--- src/rtl/freq_monitor_pkg.sv ---
// Shared definitions for the divided-clock frequency monitor: FSM encoding,
// synchronizer depth and a small arithmetic helper.
package freq_monitor_pkg;

  // Two flops is the minimum depth that gives a metastable sample a full cycle to settle.
  localparam int SYNC_STAGES = 2;

  typedef logic [1:0] state_t;

  localparam state_t ST_IDLE    = 2'd0;
  localparam state_t ST_MEASURE = 2'd1;
  localparam state_t ST_LOCKED  = 2'd2;

  function automatic int unsigned abs_diff(input int unsigned a, input int unsigned b);
    return (a >= b) ? (a - b) : (b - a);
  endfunction

endpackage

--- src/rtl/freq_monitor_edge_sync.sv ---
// Synchronizes a slow asynchronous input into the clk domain and flags its
// rising and falling edges; reusable for any slow single-bit input.
module freq_monitor_edge_sync
  import freq_monitor_pkg::*;
#(
  parameter int STAGES = SYNC_STAGES
) (
  input  logic clk,
  input  logic reset,
  input  logic sig_in,
  output logic sig_s,
  output logic rise,
  output logic fall
);

  logic [STAGES-1:0] sync_q;
  logic              sig_d;

  always_ff @(posedge clk or negedge reset) begin
    if (!reset) begin
      sync_q <= '0;
      sig_d  <= 1'b0;
    end else begin
      sync_q <= {sync_q[STAGES-2:0], sig_in};
      sig_d  <= sync_q[STAGES-1];
    end
  end

  assign sig_s = sync_q[STAGES-1];
  assign rise  = sig_s & ~sig_d;
  assign fall  = ~sig_s & sig_d;

endmodule

--- src/rtl/freq_monitor.sv ---
// Measures period and high time of a slow clock sampled in the clk domain and
// declares lock after LOCK_CNT consecutive in-tolerance periods.
module freq_monitor
  import freq_monitor_pkg::*;
#(
  parameter int CNT_W    = 8,
  parameter int EXPECTED = 16,
  parameter int TOL      = 0,
  parameter int LOCK_CNT = 4,
  parameter int TIMEOUT  = 255
) (
  input  logic             clk,
  input  logic             reset,
  input  logic             sig_in,
  output logic [CNT_W-1:0] period_out,
  output logic [CNT_W-1:0] high_out,
  output logic             meas_valid,
  output logic             locked,
  output logic             err_mismatch,
  output logic             err_timeout
);

  localparam int               MC_W      = $clog2(LOCK_CNT + 1);
  localparam logic [CNT_W-1:0] CNT_MAX   = '1;
  localparam logic [CNT_W-1:0] TIMEOUT_V = CNT_W'(TIMEOUT);
  localparam logic [MC_W-1:0]  LOCK_LAST = MC_W'(LOCK_CNT - 1);
  localparam int unsigned      EXP_U     = EXPECTED;
  localparam int unsigned      TOL_U     = TOL;

  logic             sig_s;
  logic             rise;
  logic             fall;

  state_t           state;
  state_t           state_nxt;
  logic [CNT_W-1:0] per_cnt;
  logic [CNT_W-1:0] per_nxt;
  logic [CNT_W-1:0] hi_cnt;
  logic [CNT_W-1:0] hi_nxt;
  logic [CNT_W:0]   per_p1;
  logic [MC_W-1:0]  match_cnt;
  logic [MC_W-1:0]  match_nxt;
  logic             match;
  logic             timeout_hit;
  logic             meas_nxt;
  logic             mis_nxt;
  logic             to_nxt;

  function automatic logic [CNT_W-1:0] sat_inc(input logic [CNT_W-1:0] v);
    return (v == CNT_MAX) ? v : v + CNT_W'(1);
  endfunction

  freq_monitor_edge_sync #(
    .STAGES (SYNC_STAGES)
  ) u_edge_sync (
    .clk    (clk),
    .reset  (reset),
    .sig_in (sig_in),
    .sig_s  (sig_s),
    .rise   (rise),
    .fall   (fall)
  );

  // Unsaturated period for the compare, so a saturated count can never alias into range.
  assign per_p1 = {1'b0, per_cnt} + (CNT_W + 1)'(1);
  assign match  = abs_diff(32'(per_p1), EXP_U) <= TOL_U;

  always_comb begin
    // NOTE: every output of this block gets a default first, so no path can infer a latch.
    per_nxt     = rise ? '0 : sat_inc(per_cnt);
    hi_nxt      = rise ? '0 : (sig_s ? sat_inc(hi_cnt) : hi_cnt);
    timeout_hit = (state != ST_IDLE) && !rise && (per_nxt == TIMEOUT_V);
    state_nxt   = state;
    match_nxt   = match_cnt;
    meas_nxt    = 1'b0;
    mis_nxt     = 1'b0;
    to_nxt      = 1'b0;

    case (state)
      ST_IDLE: begin
        // The first edge only starts the count; there is no prior rise to measure from.
        if (rise) begin
          state_nxt = ST_MEASURE;
          match_nxt = '0;
        end
      end
      ST_MEASURE: begin
        if (rise) begin
          meas_nxt = 1'b1;
          if (!match) begin
            match_nxt = '0;
          end else if (match_cnt == LOCK_LAST) begin
            state_nxt = ST_LOCKED;
            match_nxt = '0;
          end else begin
            match_nxt = match_cnt + MC_W'(1);
          end
        end
      end
      ST_LOCKED: begin
        if (rise) begin
          meas_nxt = 1'b1;
          if (!match) begin
            state_nxt = ST_MEASURE;
            match_nxt = '0;
            mis_nxt   = 1'b1;
          end
        end
      end
      default: begin
        state_nxt = ST_IDLE;
        match_nxt = '0;
      end
    endcase

    // A rise in the threshold cycle suppresses timeout_hit, so the rise wins.
    if (timeout_hit) begin
      state_nxt = ST_IDLE;
      match_nxt = '0;
      to_nxt    = 1'b1;
    end
  end

  // NOTE: non-blocking assignments here so every flop samples pre-edge values of the others.
  always_ff @(posedge clk or negedge reset) begin
    if (!reset) begin
      state        <= ST_IDLE;
      per_cnt      <= '0;
      hi_cnt       <= '0;
      match_cnt    <= '0;
      period_out   <= '0;
      high_out     <= '0;
      meas_valid   <= 1'b0;
      locked       <= 1'b0;
      err_mismatch <= 1'b0;
      err_timeout  <= 1'b0;
    end else begin
      state        <= state_nxt;
      per_cnt      <= per_nxt;
      hi_cnt       <= hi_nxt;
      match_cnt    <= match_nxt;
      if (meas_nxt) period_out <= sat_inc(per_cnt);
      if (fall)     high_out   <= sat_inc(hi_cnt);
      meas_valid   <= meas_nxt;
      locked       <= (state_nxt == ST_LOCKED);
      err_mismatch <= mis_nxt;
      err_timeout  <= to_nxt;
    end
  end

endmodule

--- config.mk ---
export PLATFORM = sky130hd
export DESIGN_NAME = freq_monitor
export DESIGN_NICKNAME = d
export VERILOG_FILES = /design/src/rtl/freq_monitor_pkg.sv /design/src/rtl/freq_monitor_edge_sync.sv /design/src/rtl/freq_monitor.sv
export SDC_FILE = /design/constraint.sdc
export NUM_CORES = 1
export LEC_CHECK = 0
export CORE_MARGIN = 3
export CORE_UTILIZATION = 42
export CTS_CLUSTER_DIAMETER = 60
export CTS_CLUSTER_SIZE = 14
export DETAILED_ROUTE_END_ITERATION = 12
export GPL_TIMING_DRIVEN = 1
export MAX_ROUTING_LAYER = met4
export PLACE_DENSITY = 0.66
export SYNTH_ARGS = -nofsm -noshare
export SYNTH_HDL_FRONTEND = slang
export SYNTH_HIERARCHICAL = 1
export SYNTH_SLANG_ARGS = --single-unit
export TNS_END_PERCENT = 10
--- constraint.sdc ---
create_clock -name clk -period 10.1 [get_ports clk]
set_input_delay 1.01 -clock clk [delete_from_list [all_inputs] [get_ports clk]]
set_output_delay 1.01 -clock clk [all_outputs]
set_load 0.03 [all_outputs]
Word level (Yosys, flattened, before mapping). Index checks and enable logic that the tools add are counted.

Word-level logic and storage cells: 71. Bits of input ports: 3. Bits in registers: 44. Output and inout port bits: 20.

Multiplexer cells: 28. Add/subtract/negate cells: 6. $lt $le $gt $ge: 2. Reduce and logical (&&, ||, !) cells: 8. Equality and inequality tests: 11. Bitwise logic cells: 4.

Operator list (count): 2-to-1 mux 8 bit (5); less-or-equal comparator 32 x 1 -> 1 bit, second input constant (1); 2-to-1 mux 32 bit (1); == test 8 bit, second input constant (3); 2-to-1 mux 3 bit (7); adder 8 x 1 -> 8 bit, second input constant (2); 2-to-1 mux 2 bit (7); inequality test 3 bit, second input constant (4); subtractor 5 x 9 -> 10 bit, first input constant (1); subtractor 9 x 5 -> 10 bit, second input constant (1); adder 8 x 1 -> 9 bit, second input constant (1); >= comparator 9 x 5 -> 1 bit, second input constant (1); one-hot mux 3 bit (3 select lines) (1); 2-to-1 mux 1 bit (6); one-hot mux 2 bit (3 select lines) (1); == test 2 bit, second input constant (2); AND reduction 4 bit (1); nonzero test 2 bit (2); adder 3 x 1 -> 3 bit, second input constant (1); == test 3 x 2 -> 1 bit, second input constant (1); AND 1 bit (2); == test 2 x 1 -> 1 bit, second input constant (1); logical AND 1 bit (2); zero test 2 bit (1); other kinds (3) (4).

Longest topological paths before layout. Gate-level depths: netlist of run 1.

Depth in word-level cells: 9. Mapped depth: 13. Gate-level depth less buffers: 13.

Cells and area by module. Netlist of run 1, hierarchy kept.

By module, submodules not included: freq_monitor (times used 1, area an instance 2613.8 sq um, seq. area each 1026.0 sq um, cells each 280); freq_monitor_edge_sync (times used 1, area an instance 90.1 sq um, seq. area each 75.1 sq um, cells each 5).

Least setup slack after synthesis of run 1. Ideal clock, no wire load.

Path type: reg-to-reg. Start: register per_cnt[1]. End: register match_cnt[0]. Required time: 10.021 ns. Data arrival time: 3.378 ns. Period minus slack after synthesis: 3.458 ns. Setup slack: 6.642 ns. Library setup time: 0.079 ns. Cell stages (with the launch flop): 14. Buffers on the path: 0. Cell sequence: dfrtp_1 ha_1 nand3_2 xnor2_1 inv_1 ha_1 nor3b_1 o21ai_1 a222oi_1 mux2i_1 xnor2_1 nand3_2 or4b_4 a2bb2oi_1.

Cells in the longest elaborated chain, start to end: 8. Elaborated cells on any way between the ends: 21. Classes of those cells: add/sub: 4; order compare: 2; eq/ne: 6; mux: 7; reduce/logical: 2.

Ends and longest elaborated chain: start: declaration (RTL line freq_monitor.sv:36) `logic [CNT_W-1:0] per_cnt;`; start signal: assignment (RTL line freq_monitor.sv:139) `per_cnt <= per_nxt;`; adder 8 x 1 -> 9 bit (RTL line freq_monitor.sv:65) `assign per_p1 = {1'b0, per_cnt} + (CNT_W + 1)'(1);`; subtractor 5 x 9 -> 10 bit, or another cell as far along (RTL line freq_monitor_pkg.sv:15) `return (a >= b) ? (a - b) : (b - a);`; 2-to-1 mux 32 bit (RTL line freq_monitor_pkg.sv:15); less-or-equal comparator 32 x 1 -> 1 bit (RTL line freq_monitor.sv:66) `assign match = abs_diff(32'(per_p1), EXP_U) <= TOL_U;`; 2-to-1 mux 3 bit (RTL line freq_monitor.sv:90) `if (!match) begin`; 2-to-1 mux 3 bit (RTL line freq_monitor.sv:88) `if (rise) begin`; one-hot mux 3 bit (3 select lines) (RTL line freq_monitor.sv:79) `case (state)`; 2-to-1 mux 3 bit (RTL line freq_monitor.sv:117) `if (timeout_hit) begin`; end signal: assignment (RTL line freq_monitor.sv:141) `match_cnt <= match_nxt;`; end: declaration (RTL line freq_monitor.sv:41) `logic [MC_W-1:0] match_cnt;`.

Parallel ways exist; a longest one is shown, timed or not. The select of a mux whose other input is x is not followed. A chain may end at the register's enable or synchronous reset.

Worst setup path in the final report of run 1. Same ends and word-level chain as after synthesis.

==> impl_summary.md, run 1 <==
Outcome
The flow ran to the end, and the final reports show no timing, DRC or antenna violations.

Logic synthesis
A synthesized cell averages roughly 9.5 µm². In this run the cell area of the synthesized design comes to between 2000 and 3000 µm². The biggest area contributor in the post-synthesis netlist is sky130_fd_sc_hd__dfrtp_1. Yosys mapped the design onto roughly 60 distinct sky130hd cell types. When the netlist entered floorplanning its net count stood at 299. The fraction of registers with async set or reset after synthesis is 100%. Of the synthesized area, sequential elements account for 40.7%. In this run, synthesis inferred 0 flip-flops with an integrated enable. The cell count after synthesis is 285.

Sorting the synthesized cells by how often they occur yields sky130_fd_sc_hd__dfrtp_1, sky130_fd_sc_hd__nor2_1, sky130_fd_sc_hd__o21ai_0. The top flip-flop cell by instance count after synthesis is sky130_fd_sc_hd__dfrtp_1. Ranked by total cell area, the synthesized netlist is headed by sky130_fd_sc_hd__dfrtp_1, sky130_fd_sc_hd__ha_1, sky130_fd_sc_hd__o21ai_0, sky130_fd_sc_hd__nor2_1, sky130_fd_sc_hd__xor2_1.

The Yosys step of the flow raised 6 warnings. The dominant cell by count in the synthesized netlist is sky130_fd_sc_hd__dfrtp_1. In this run, synthesis produced a sequential element count of between 40 and 50. After synthesis, the largest area contributor takes up 40.7% of total cell area.

Final layout
The total non-filler cell area in the finished layout is 2970 µm². 0 antenna diodes ended up in the layout. The count of nets after finishing is approximately 310. The non-filler instance count after layout is approximately 370. The layout has 570 filler cells. In the final layout, the share of cells above drive strength 1 is a little under a tenth.

The area growth from synthesis to layout is 9.72%. Across the whole layout, storage elements account for approximately 1100 µm². The multi-input logic area is approximately 1400 µm².

Setup path
The cell type of the slowest stage on the worst timing path is sky130_fd_sc_hd__a222oi_1. The count of buffer and inverter cells on the critical path is 1. The critical path capture point type is a register. The critical path is of the register to register type. The worst register-to-register path has a setup slack of approximately 5.7 ns. STA classifies the critical path startpoint as a register. The cell class contributing the biggest share of worst-path delay is simple AND/OR/NAND/NOR gates.

The largest single stage delay on the critical path is about 0.65 ns. Traced cell by cell, the critical path runs through ha_1 > nand3_2 > xnor2_1 > inv_1 > ha_1 > nor3b_1 > o21ai_1 > a222oi_1 > a31oi_1 > nor4_1 > nand3_2 > or4b_4 > a2bb2oi_1. The origin of the critical flop-to-flop path is per_cnt[1].

The maximum fanout along the worst path is 14. The worst endpoint data arrival time is between 4 and 5 ns. The required time of the worst setup path is approximately 10 ns. Counting cells, the worst reg-to-reg path comes to 13.

In this run the number of cells on the critical path is 13. The destination of the worst register-to-register timing path is match_cnt[0].

Clock tree
In this run, post-CTS hold repair placed 0 buffers. The sink count of the clock tree is between 40 and 50. The post-cts sizing count is 0. The total setup buffers inserted after CTS is 0.

TritonCTS created 5 clock buffers. The maximum level of the CTS H-tree is 2. Clock latency on the worst-skew pair, taken at its later pin, is 0.28 ns.

The clock slew at the register clock pins of the worst setup and hold paths is around 0.080 ns. The TritonCTS clock tree is built. The cell chosen for the clock root is sky130_fd_sc_hd__clkbuf_8.

The buffer depth of the longest clock path is 2.

STA
The final count of hold timing violations came to 0. Across all hold checks on the routed design, the worst slack comes to around 0.35 ns. The transition at the pin with the smallest max-transition slack is 0.961 ns.

Setup violations remaining at the end of the flow were counted as 0. Static timing analysis puts the maximum clock frequency at approximately 230 MHz. The fraction of the cycle the final worst path needs is a little over two fifths. Setup repair after global routing left no endpoint under its margin. Headroom to the max-slew limit came out at 35.9%. Adding up every negative setup slack in the final design gives 0 ns. The final critical-path required period is around 4.4 ns. The setup skew after layout is around 0.01 ns. The final max-slew violation count is 0.

GRT
The initial antenna violation count is 0. The via count of the first global-routing pass came to roughly 2.0k. The total routing usage reported by global routing is 15.9%.

The first global-routing pass estimated ~9.4 mm of wire. Entering global routing, the biggest net connects between 40 and 50 pins. For this run the aggregate overflow at the end of global routing stands at 0.

Route
The pre-antenna-repair detailed-routing pass consisted of 4 iterations. The final antenna-violating net count is 0. In the routed design, unresolved DRC markers number 0. The ratio of routed vias to standard cells is 5.52. After detailed routing, the average wire length per cell comes to ~14 µm. The aggregate routed wire length is roughly 5.3 mm.

The first routing iteration left between 100 and 150 violations. The overall via count from detail_route is between 2k and 2.5k.

Floorplanning
The floorplan has 28 rows. The die outline width is approximately 86 µm. The initial utilization of the core area, before any placement, comes to 44.6%. 23 I/O pins were placed.

The floorplan step defined a core boundary enclosing 6060 µm². The area enclosed by the die boundary is ~7400 µm². The die boundary height is around 86 µm.

Worst hold path
The worst hold path was traced through 0 stages. The startpoint identified for the worst hold timing path is u_edge_sync/sync_q[0]. For hold timing, the worst endpoint is u_edge_sync/sync_q[1]. The path class of the tightest hold or removal check is register to register.

Power and ir drop
The power density of the placed cells is 183 nW/µm². The maximum resistive drop on vdd is approximately 0.12 mV. Power comes to 0.000542 W. The reported leakage power is 1.30 nW.

Flow run
The number of max-cap violations is 0.

Placement
Once placement completed, the tool counted placed cells totaling 366. Input and output buffers added on the ports amount to 22. The cell area reported after detailed placement is 2880 µm². The placer's final routability congestion estimate is around 0.95. The placed wire-length estimate is ~3.7 mm.
## how the worst max path moves through the flow
stage	startpoint	to
finish	per_cnt[1]	match_cnt[0]
global route	per_cnt[1]	match_cnt[0]
CTS	per_cnt[1]	match_cnt[0]
detailed placement	per_cnt[1]	match_cnt[0]
global placement	per_cnt[1]	match_cnt[0]
floorplan	per_cnt[1]	match_cnt[0]
## cells in the final DEF, fill, tap and decap left out, drive strengths merged, types with 2 or more instances in the layout
cell type,count
nor2b,3
inv,15
dfrtp,44
nor4,4
buf,2
nor2,30
and3,8
o32ai,2
xor2,10
and2b,2
a31oi,2
o21ai,24
xnor2,7
and3b,3
nor3b,4
o211ai,4
nor3,4
nand3,16
nor4b,3
nand2b,3
nand2,21
and4,3
o21a,2
clkbuf,8
o31ai,2
and2,3
mux2,3
a21oi,9
mux2i,4
o32a,2
ha,11
clkdlybuf4s50,21
## flip-flops by register name, indices dropped and copies added, names as in the netlist, 2 cells and up
name and flops:
hi_cnt 8, high_out 8, per_cnt 8, period_out 8
match_cnt 3, state 2, u_edge_sync/sync_q 2
## kinds of logic (layout without fill, tap and decap cells)
kind of cell,count (synthesis),after routing,synth area share [%]
AOI/OAI and AO/OA,62,62,15.2
and+or+nand+nor,112,112,23.4
xor gates and xnor gates,17,17,5.51
muxes,7,7,2.73
buffers and inverters,32,46,7.40
adders and majority gates,11,11,5.09
DFF,44,44,40.7
## layout make-up
class                   count  share of cell area (%)
inverters                  15                    1.90
well taps                  75                    3.16
multi-input cells         209                    47.3
clock buffers               8                    3.04
repair buffers             23                    7.51
flip-flops and latches     44                    37.1
## power breakdown
| part | switching (W) | total (W) | internal (W) |
|---|---|---|---|
| Clock | 0.0000550 | 0.000111 | 0.0000558 |
| Combinational | 0.000113 | 0.000193 | 0.0000803 |
| Sequential | 0.0000350 | 0.000237 | 0.000202 |
| Total | 0.000203 | 0.000542 | 0.000339 |
## stage by stage
stage               util, %  setup slack [ns]
finish                 48.9              5.66
global route           48.9              5.24
CTS                    48.9              5.71
detailed placement     47.5              5.72
global placement       47.5              5.90
floorplan                 -              6.64
## routing by layer
layer	vias up	GRT usage (%)	part of all wire [%]
li1	1037	-	-
met1	967	22.7	51
met2	54	23.4	44
met3	6	3.71	3.9
met4	0	3.40	1.2
met5	-	-	0
Note: power is estimated with default switching activity, not from simulation.
==> inputs of run 2 (changes only) <==
--- a/config.mk
+++ b/config.mk
@@ -12,7 +12,7 @@
 export DETAILED_ROUTE_END_ITERATION = 12
 export GPL_TIMING_DRIVEN = 1
 export MAX_ROUTING_LAYER = met4
-export PLACE_DENSITY = 0.66
+export PLACE_DENSITY = 0.68
 export SYNTH_ARGS = -nofsm -noshare
 export SYNTH_HDL_FRONTEND = slang
 export SYNTH_HIERARCHICAL = 1
==> constraint.sdc (replaced) <==
create_clock -name clk -period 3.6 [get_ports clk]
set_input_delay 0.36 -clock clk [delete_from_list [all_inputs] [get_ports clk]]
set_output_delay 0.36 -clock clk [all_outputs]
set_load 0.03 [all_outputs]
==> run 2 against run 1 <==
Global-route usage down 0.37 points. Clock skew down 0.0018 ns. Non-clock buffer count up 14. Combinational power rose to 3.3 times the previous value.
==> impl_summary.md, run 2 (synthesized netlist as in run 1, its figures left out) <==
Clock tree
The sink count of the clock tree is 44 (unchanged). The later-pin clock latency in the skew report was 0.29 ns (about the same). The TritonCTS clock tree is built. Clock tree synthesis selected as its root buffer the cell sky130_fd_sc_hd__clkbuf_8. The maximum level of the CTS H-tree is 2 (unchanged). The clock slew at the register clock pins of the worst setup and hold paths was 0.08 ns (about the same). The buffer depth of the longest clock path is 2 (unchanged).

The total CTS buffers came to 5 (unchanged).

Floorplanning
The standard cell core area came to 6060 µm² (unchanged). The die outline width is 86.2 µm (unchanged). The die boundary height is 86.2 µm (unchanged). The number of placement rows is 28 (unchanged). The starting density of the core came to 44.6% (unchanged).

The area enclosed by the die boundary was 7440 µm² (unchanged). The number of ports placed on the die boundary is 23 (unchanged).

Final layout
The utilization after layout was 51.1% (+2.1 points). Leaving out fill and tap cells, the most frequent cell in the layout is sky130_fd_sc_hd__dfrtp_1. The non-filler instance count after layout is 388 (+3.7%). The number of antenna cells inserted was 0 (unchanged).

The area growth from synthesis to layout is 14.5%. The total non-filler cell area in the finished layout is 3100 µm² (+4.3%). The share of cells above drive strength 1 was 15.3% (+6.0 points).

The count of nets after finishing was 326 (+4.5%). The top cell types in the final layout, fill and taps aside, are sky130_fd_sc_hd__dfrtp_1, sky130_fd_sc_hd__nor2_1, sky130_fd_sc_hd__o21ai_0, sky130_fd_sc_hd__nand2_1, sky130_fd_sc_hd__clkdlybuf4s50_1.

Setup path
The startpoint identified for the worst register-to-register timing path is per_cnt[1]. Among all stages on the critical path, the largest delay is contributed by sky130_fd_sc_hd__or4b_4. In this run the worst setup path begins at per_cnt[1]. The critical path capture point type is a register. The flop-to-flop setup slack is 0.17 ns (-5.50 ns).

The critical path goes through ha_1 > nand3_2 > xnor2_2 > inv_2 > ha_2 > and3b_1 > nand4_2 > a222oi_1 > buf_4 > mux2i_2 > xnor2_1 > nand3_2 > or4b_4 > a2bb2oi_1. The cell class contributing the biggest share of worst-path delay is simple AND/OR/NAND/NOR gates. The required time of the worst setup path is 3.81 ns (-6.50 ns). The delay of the slowest critical-path stage is 0.56 ns (-0.09 ns). The number of gates on the worst path with buffers counted is 14 (+1).

The count of buffer and inverter cells on the critical path is 2 (+1). STA classifies the critical path startpoint as a register. In this run the worst setup path terminates at match_cnt[0].

The class of the most critical setup path is register to register. The worst endpoint data arrival time is 3.65 ns (-1.00 ns). In this run the critical register-to-register path is captured at match_cnt[0]. The maximum fanout along the worst path is 6 (-8). The cell count of the worst reg-to-reg path came to 14 (+1). Among the stages of the critical path, the cell type that occurs most often is sky130_fd_sc_hd__nand3_2.

GRT
The initial antenna violation count was 0 (unchanged). The overall overflow remaining after global route is 0 (unchanged). The maximum number of pins on one net before global-route repair is 45 (unchanged). The total routing usage reported by global routing was 15.6% (-0.37 points). The via count of the first global-routing pass is 1904 (-5.5%). The first-pass GRT wire length is 9.17 mm (-2.8%).

Power and ir drop
The sequential share of power was 39.9% (-3.9 points). The power density of the placed cells is 508 nW/µm² (+180%). The power share of the clock group came to 19.8% (-0.7 points).

The logic gate share of total power is 40.3% (+4.6 points). The internal power came to 0.000985 W (+190%). The maximum resistive drop on vdd is 0.429 mV (+260%). The reported leakage power was 1.37 nW (+5.5%).

The net switching power figure is 0.000588 W (+190%). The fraction of power spent switching nets is 37.4% (-0.11 points).

Placement
The cell area reported after detailed placement is 2960 µm² (+2.9%). The total placed cells including tap cells is 377 (+3.0%). The placer's final routability congestion estimate is 0.984 (+3.7%). The placed wire-length estimate was 3.94 mm (+5.3%). The count of input and output buffers is 22 (unchanged).

Route
The number of optimization iterations in the first detailed-route pass is 4 (unchanged). The ratio of routed vias to standard cells came to 5.52 (about the same). The initial DRC count is 160 (+16%). The routed wire length per instance is 14.5 µm (+2.2%).

The final antenna-violating net count is 0 (unchanged). The overall via count from detail_route came to 2141 (+3.7%). The remaining routing DRC violations came to 0 (unchanged). The aggregate routed wire length is 5.61 mm (+6.0%).

Outcome
The run finished with clean final reports.

STA
The maximum operating frequency is 291 MHz (+29%). The aggregate negative setup slack is 0 ns (unchanged). The transition at the pin with the smallest max-transition slack is 0.969 ns (+0.00744 ns).

The setup skew after layout is 0.00795 ns (-0.00177 ns). The number of failing setup endpoints in the final timing report was 0 (unchanged). The headroom to the max-slew limit is 35.4% (-0.50 points).

The final critical-path required period is 3.43 ns (-1.00 ns). The worst hold slack after final layout is 0.222 ns (-0.131 ns). The fraction of the cycle the final worst path needs is 95.3% (+51 points). The final count of hold timing violations is 0 (unchanged). The final max-slew violation count is 0 (unchanged).

Flow run
The number of max-cap violations is 0 (unchanged).

Worst hold path
The path type of the worst min-delay path is primary input to asynchronous set/reset pin.
## run 2: cell count changes in the layout (fill, tap and decap cells not counted), sizes merged
cell  delta
buf     +14
## run 2: how the worst min path moves through the flow
| stage | startpoint | endpoint | slack (ns) | depth (start not counted) |
|---|---|---|---|---|
| 3_3_place_gp | u_edge_sync/sync_q[0] | u_edge_sync/sync_q[1] | 0.34 | 0 |
| 6_report | reset | period_out[6] | 0.22 | 1 |
| 3_5_place_dp | u_edge_sync/sync_q[0] | u_edge_sync/sync_q[1] | 0.34 | 0 |
| 2_1_floorplan | reset | err_mismatch | 0.06 | 0 |
| 4_1_cts | reset | period_out[7] | 0.25 | 1 |
| 5_1_grt | reset | err_mismatch | 0.29 | 1 |
## run 2: what timing repair did
action	4_1_cts	5_1_grt
buffers inserted	0	3
endpoints found under the setup margin	0	4
hold buffers	0	0
gates resized for setup	0	7
## run 2: power by group through the flow
stage	registers [W]	clock network (W)	logic [W]
final	0.000628	0.000311	0.000634
after global routing	0.000638	0.000341	0.000696
after CTS	0.000627	0.000326	0.000619
after detailed placement	0.000635	0	0.000616
after global placement	0.000633	0	0.000613
after floorplan	0.000701	0	0.000384
## run 2: layout make-up
type / instances / area [µm²]
multi-input cells: 209 / 1430
well taps: 75 / 93.8
flip-flops and latches: 44 / 1100
clock buffers: 8 / 90.1
fillers: 558 / 2970
repair buffers: 37 / 328
inverters: 15 / 56.3
## run 2: metal layers
layer	part of all wire, %	vias up	global-route usage, %
li1	-	1064	-
met1	50	1019	22.9
met3	3.8	10	3.23
met2	45	48	21.7
met5	0	-	-
met4	2.0	0	4.67
## run 2: metrics by stage
stage / setup WS (ns) / total power (W)
finish: 0.169 / 0.00157
CTS: 0.0623 / 0.00157
floorplan: 0.142 / 0.00108
detailed placement: 0.0868 / 0.00125
global placement: 0.188 / 0.00125
global route: -0.0213 / 0.00168
==> RTL edit 1 (flow settings as in run 2) <==
`LOCK_CNT`: 4 -> 2.
--- a/src/rtl/freq_monitor.sv
+++ b/src/rtl/freq_monitor.sv
@@ -7,5 +7,5 @@
   parameter int EXPECTED = 16,
   parameter int TOL      = 0,
-  parameter int LOCK_CNT = 4,
+  parameter int LOCK_CNT = 2,
   parameter int TIMEOUT  = 255
 ) (
Behaviour: no difference found for any inputs over 10 cycles, from zero or initial values and one cycle with reset low; that may be too few to reach the edited logic, so the function may still have changed.
==> RTL edit 1 against run 2 <==
Global-route usage grew 0.87 points. Worst setup slack improved by 0.22 ns. Fmax increased by 6.9%. Routed wire length fell by 8.8%. Area after synthesis fell by 7.2%. Design area shrank 6.4%. Total power fell by 14%. Sequential cell count fell by 1. Sequential share of layout area increased by 1.5 points.
==> RTL edit 1: results (changes against run 2) <==
status: finished, final reports clean (unchanged)
Residual DRC: 0 (unchanged)
hpwl dp: 3680 um (was 3940 um)
GR Util met1: 23.5% (was 22.9%)
CP max stage cell: dfrtp_1 (was or4b_4)
antenna cell count: 0 (unchanged)
Gates resized, CTS repair: 0 (unchanged)
Layout Nets: 314 (was 326)
global-route met3 utilization: 2.98% (was 3.23%)
root buffer cell: clkbuf_8 (unchanged)
first-pass GRT wire length: 9330 um (was 9170 um)
sequential share of the synthesized area: 42.9% (was 40.7%)
family with the most delay on the worst path: compound AO/OA/AOI/OAI gates (was simple AND/OR/NAND/NOR gates)
top cells by count, synth: dfrtp_1, nor2_1, nand2_1 (was dfrtp_1, nor2_1, o21ai_0)
Syn Nets: 290 (was 299)
Setup Buffers After CTS: 0 (unchanged)
CTS H-tree lvls: 2 (unchanged)
post-synthesis cell type count: 55 (was 61)
met2 Use GR: 23.7% (was 21.7%)
Ys Warns: 6 (unchanged)
# fillers: 542 (was 558)
DR vias: 2062 (was 2141)
CP max FO: 9 (was 6)
Static Leak: 0.00123 uW (was 0.00137 uW)
share of cells above drive strength 1: 9.93% (was 15.3%)
first drt pass iteration count: 4 (unchanged)
top cells by area, synth: dfrtp_1, ha_1, nor2_1 (was dfrtp_1, ha_1, o21ai_0)
vias in the first global route: 1963 (was 1904)
GRT Resource Usage Total: 16.5% (was 15.6%)
Relative slew margins: 38.7% (was 35.4%)
routability cong.: 0.953 (was 0.984)
CTS buffer count: 5 (unchanged)
Max Clock Skew: 0.00808 ns (was 0.00795 ns)
WL/cell: 13.7 um (was 14.5 um)
CP peak stage delay: 0.49 ns (was 0.56 ns)
fmax: 312 MHz (was 291 MHz)
Peak VDD IR: 0.296 mV (was 0.429 mV)
Iter 0 DRT Violations: 144 (was 160)
HP Class: primary input to asynchronous set/reset pin (unchanged)
largest net degree at the start of global routing: 44 (was 45)
[RTL edit 1: through the flow]
step	utilization (%)	hold WS (ns)	cells	instance area [um2]	worst slack [ns]
2_1_floorplan	-	0.0644	277	2510	0.658
3_3_place_gp	49.8	0.332	366	2810	0.493
3_5_place_dp	49.8	0.336	366	2810	0.482
4_1_cts	51.3	0.224	374	2900	0.425
5_1_grt	51.3	0.267	374	2900	0.0177
6_report	51.3	0.186	374	2900	0.391
[RTL edit 1: cell families after synthesis]
group / count (synthesis) / share of synthesized area, %
compound gates: 70 / 18.2
xor+xnor: 13 / 4.54
fa+ha+maj: 10 / 4.99
simple gates: 111 / 22.6
mux: 7 / 2.94
buf+inv: 23 / 3.84
flops: 43 / 42.9
[RTL edit 1: final timing paths]
check | start | endpoint | slack [ns] | cells after the start
max | per_cnt[0] | locked | 0.39 | 12
min | reset | err_timeout | 0.19 | 1
max reg2reg | per_cnt[0] | locked | 0.39 | 12
min reg2reg | u_edge_sync/sync_q[0] | u_edge_sync/sync_q[1] | 0.35 | 0
max in group asynchronous | reset | meas_valid | 2.82 | 1
min in group clk | u_edge_sync/sync_q[0] | u_edge_sync/sync_q[1] | 0.35 | 0
[RTL edit 1: final cells by class]
type / instances / share of cell area (%)
clock buffers: 6 / 2.51
well taps: 72 / 3.11
clock inverters: 2 / 0.432
flip-flops and latches: 43 / 37.1
repair buffers: 29 / 9.24
multi-input cells: 211 / 46.1
inverters: 11 / 1.43
[RTL edit 1: worst reg2reg max path, stage by stage, from the launching register on]
cell and delay (ns):
dfrtp_1 0.49, and4_1 0.34, nand2_1 0.15, xnor2_1 0.30
ha_1 0.31, o21ai_0 0.12, o2111ai_1 0.12, o31ai_1 0.11
a211o_1 0.28, a211o_1 0.31, nor2_2 0.18, a41oi_1 0.18
nor4_2 0.23
[RTL edit 1: report_power, final]
part / switching, uW / leakage [uW] / internal, uW
sequential: 48.6 / 0.000566 / 542
combinational: 281 / 0.000627 / 185
clock: 165 / 0.0000412 / 136
[RTL edit 1: routing by layer]
metal  routed length (um)  vias to the layer above
met2                 2240                       61
met3                  241                        7
met1                 2570                      964
met5                    0                        -
li1                     -                     1030
met4                   65                        0
==> RTL edit 2 (flow settings as in run 2) <==
Without the edit above. Reset style: synchronous (`reset`), changed in 2 clocked blocks. Comments in the files are not updated.
--- a/src/rtl/freq_monitor_edge_sync.sv
+++ b/src/rtl/freq_monitor_edge_sync.sv
@@ -17,5 +17,5 @@
   logic              sig_d;
 
-  always_ff @(posedge clk or negedge reset) begin
+  always_ff @(posedge clk) begin
     if (!reset) begin
       sync_q <= '0;
--- a/src/rtl/freq_monitor.sv
+++ b/src/rtl/freq_monitor.sv
@@ -123,5 +123,5 @@
 
   // NOTE: non-blocking assignments here so every flop samples pre-edge values of the others.
-  always_ff @(posedge clk or negedge reset) begin
+  always_ff @(posedge clk) begin
     if (!reset) begin
       state        <= ST_IDLE;
Function: differs if reset is asserted again (counterexample within 10 cycles, from zero or initial values and one cycle with reset low); with reset held inactive, the same outputs for 10 cycles.
==> RTL edit 2 against run 2 <==
Hold slack improved by 0.22 ns. Critical endpoint is now locked. Routed wire length decreased by 19%. Sequential cell count unchanged. Worst setup slack improved by 0.11 ns. Critical path type unchanged. Design area decreased by 16%. Global-route usage increased by 0.60 points. Fmax increased by 3.5%. Area after synthesis decreased by 18%.
Power is not compared: it rests on default switching activity, and its combinational part moved more than twofold at a synthesized area within 25%.
==> RTL edit 2: results (changes against run 2) <==
Max Clock Skew: 0.00225 ns (was 0.00795 ns)
DR vias: 1807 (was 2141)
Syn Nets: 267 (was 299)
status: finished, final reports clean (unchanged)
register-to-register setup slack: 0.28 ns (was 0.17 ns)
Layout Nets: 288 (was 326)
pre-CTS setup slack: 0.293 ns (was 0.0868 ns)
WL met1: 2300 um (was 2780 um)
routability cong.: 0.902 (was 0.984)
largest net degree at the start of global routing: 20 (was 45)
routed wl met2: 1950 um (was 2510 um)
Avg Inst Size Synth: 8.70 um2 (was 9.49 um2)
CTS buffer count: 5 (unchanged)
placed cell area: 0.00248 mm2 (was 0.00296 mm2)
share of cells above drive strength 1: 5.80% (was 15.3%)
Iter 0 DRT Violations: 85 (was 160)
Final Non-Filler Cells: 343 (was 388)
fmax: 301 MHz (was 291 MHz)
top cells by area, synth: dfxtp_1, nor2_1, ha_1 (was dfrtp_1, ha_1, o21ai_0)
first drt pass iteration count: 4 (unchanged)
Worst EP required: 3.80 ns (was 3.81 ns)
CP peak stage delay: 0.53 ns (was 0.56 ns)
final core utilization: 52.7% (was 51.1%)
top cells by count, synth: dfxtp_1, nor2_1, a21oi_1 (was dfrtp_1, nor2_1, o21ai_0)
share of flip-flops with an asynchronous set or reset: 0% (was 100%)
hpwl dp: 3120 um (was 3940 um)
Static Leak: 0.000937 uW
final WL: 4550 um (was 5610 um)
CP max FO: 10 (was 6)
GRT Resource Usage Total: 16.2% (was 15.6%)
sequential share of the synthesized area: 39.8% (was 40.7%)
worst setup path endpoint: locked (was match_cnt[0])
post-synthesis cell type count: 45 (was 61)
Slew @ Worst Pin: 0.946 ns (was 0.969 ns)
R2R Path Start: per_cnt[0] (was per_cnt[1])
HP Class: flop to flop (was primary input to asynchronous set/reset pin)
vias in the first global route: 1641 (was 1904)
CP max stage cell: dfxtp_1 (was or4b_4)
==> RTL edit 2: cell count changes in the layout (fill, tap and decap cells not counted), moves of 9 or more <==
cell     change
buf_4       -11
dfrtp_1     -43
dfxtp_1     +44
nand2_1     -11
nor2_1      +10
a21oi_1      +9
o21ai_0     -18
==> RTL edit 2: worst min-delay path by stage <==
stage | depth (start not counted) | endpoint | slack (ns)
CTS | 1 | u_edge_sync/sync_q[1] | 0.45
global placement | 1 | u_edge_sync/sync_q[1] | 0.42
detailed placement | 1 | u_edge_sync/sync_q[1] | 0.42
global route | 1 | u_edge_sync/sync_q[1] | 0.47
finish | 1 | u_edge_sync/sync_q[1] | 0.44
floorplan | 1 | u_edge_sync/sync_q[1] | 0.41
==> RTL edit 2: kinds of logic (layout without fill, tap and decap cells) <==
group	after synthesis	count (layout)	share of synthesized area (%)
DFF	44	44	39.8
xor gates and xnor gates	12	12	4.75
muxes	10	10	4.58
buffers and inverters	21	43	4.47
AOI/OAI and AO/OA	52	52	16.4
adders and majority gates	10	10	5.66
and+or+nand+nor	105	105	24.3
==> RTL edit 2: where the power goes <==
| part | total, uW | internal, uW | switching (uW) |
|---|---|---|---|
| combinational | 60.0 | 23.2 | 36.7 |
| clock | 372 | 206 | 166 |
| sequential | 503 | 493 | 9.91 |
| total | 935 | 722 | 213 |
==> RTL edit 2: layout make-up <==
cell class | count | share of cell area [%]
tap | 67 | 3.24
multi-input combinational | 189 | 47.6
inverter | 9 | 1.31
clock buffer | 6 | 2.80
clock inverter | 2 | 1.35
timing repair buffer | 26 | 9.67
sequential | 44 | 34.0
==> RTL edit 2: metal layers <==
metal / GRT usage (%) / vias to the layer above
met1: 21.9 / 812
met2: 23.2 / 46
met5: - / -
li1: - / 942
met4: 6.12 / 0
met3: 4.01 / 7
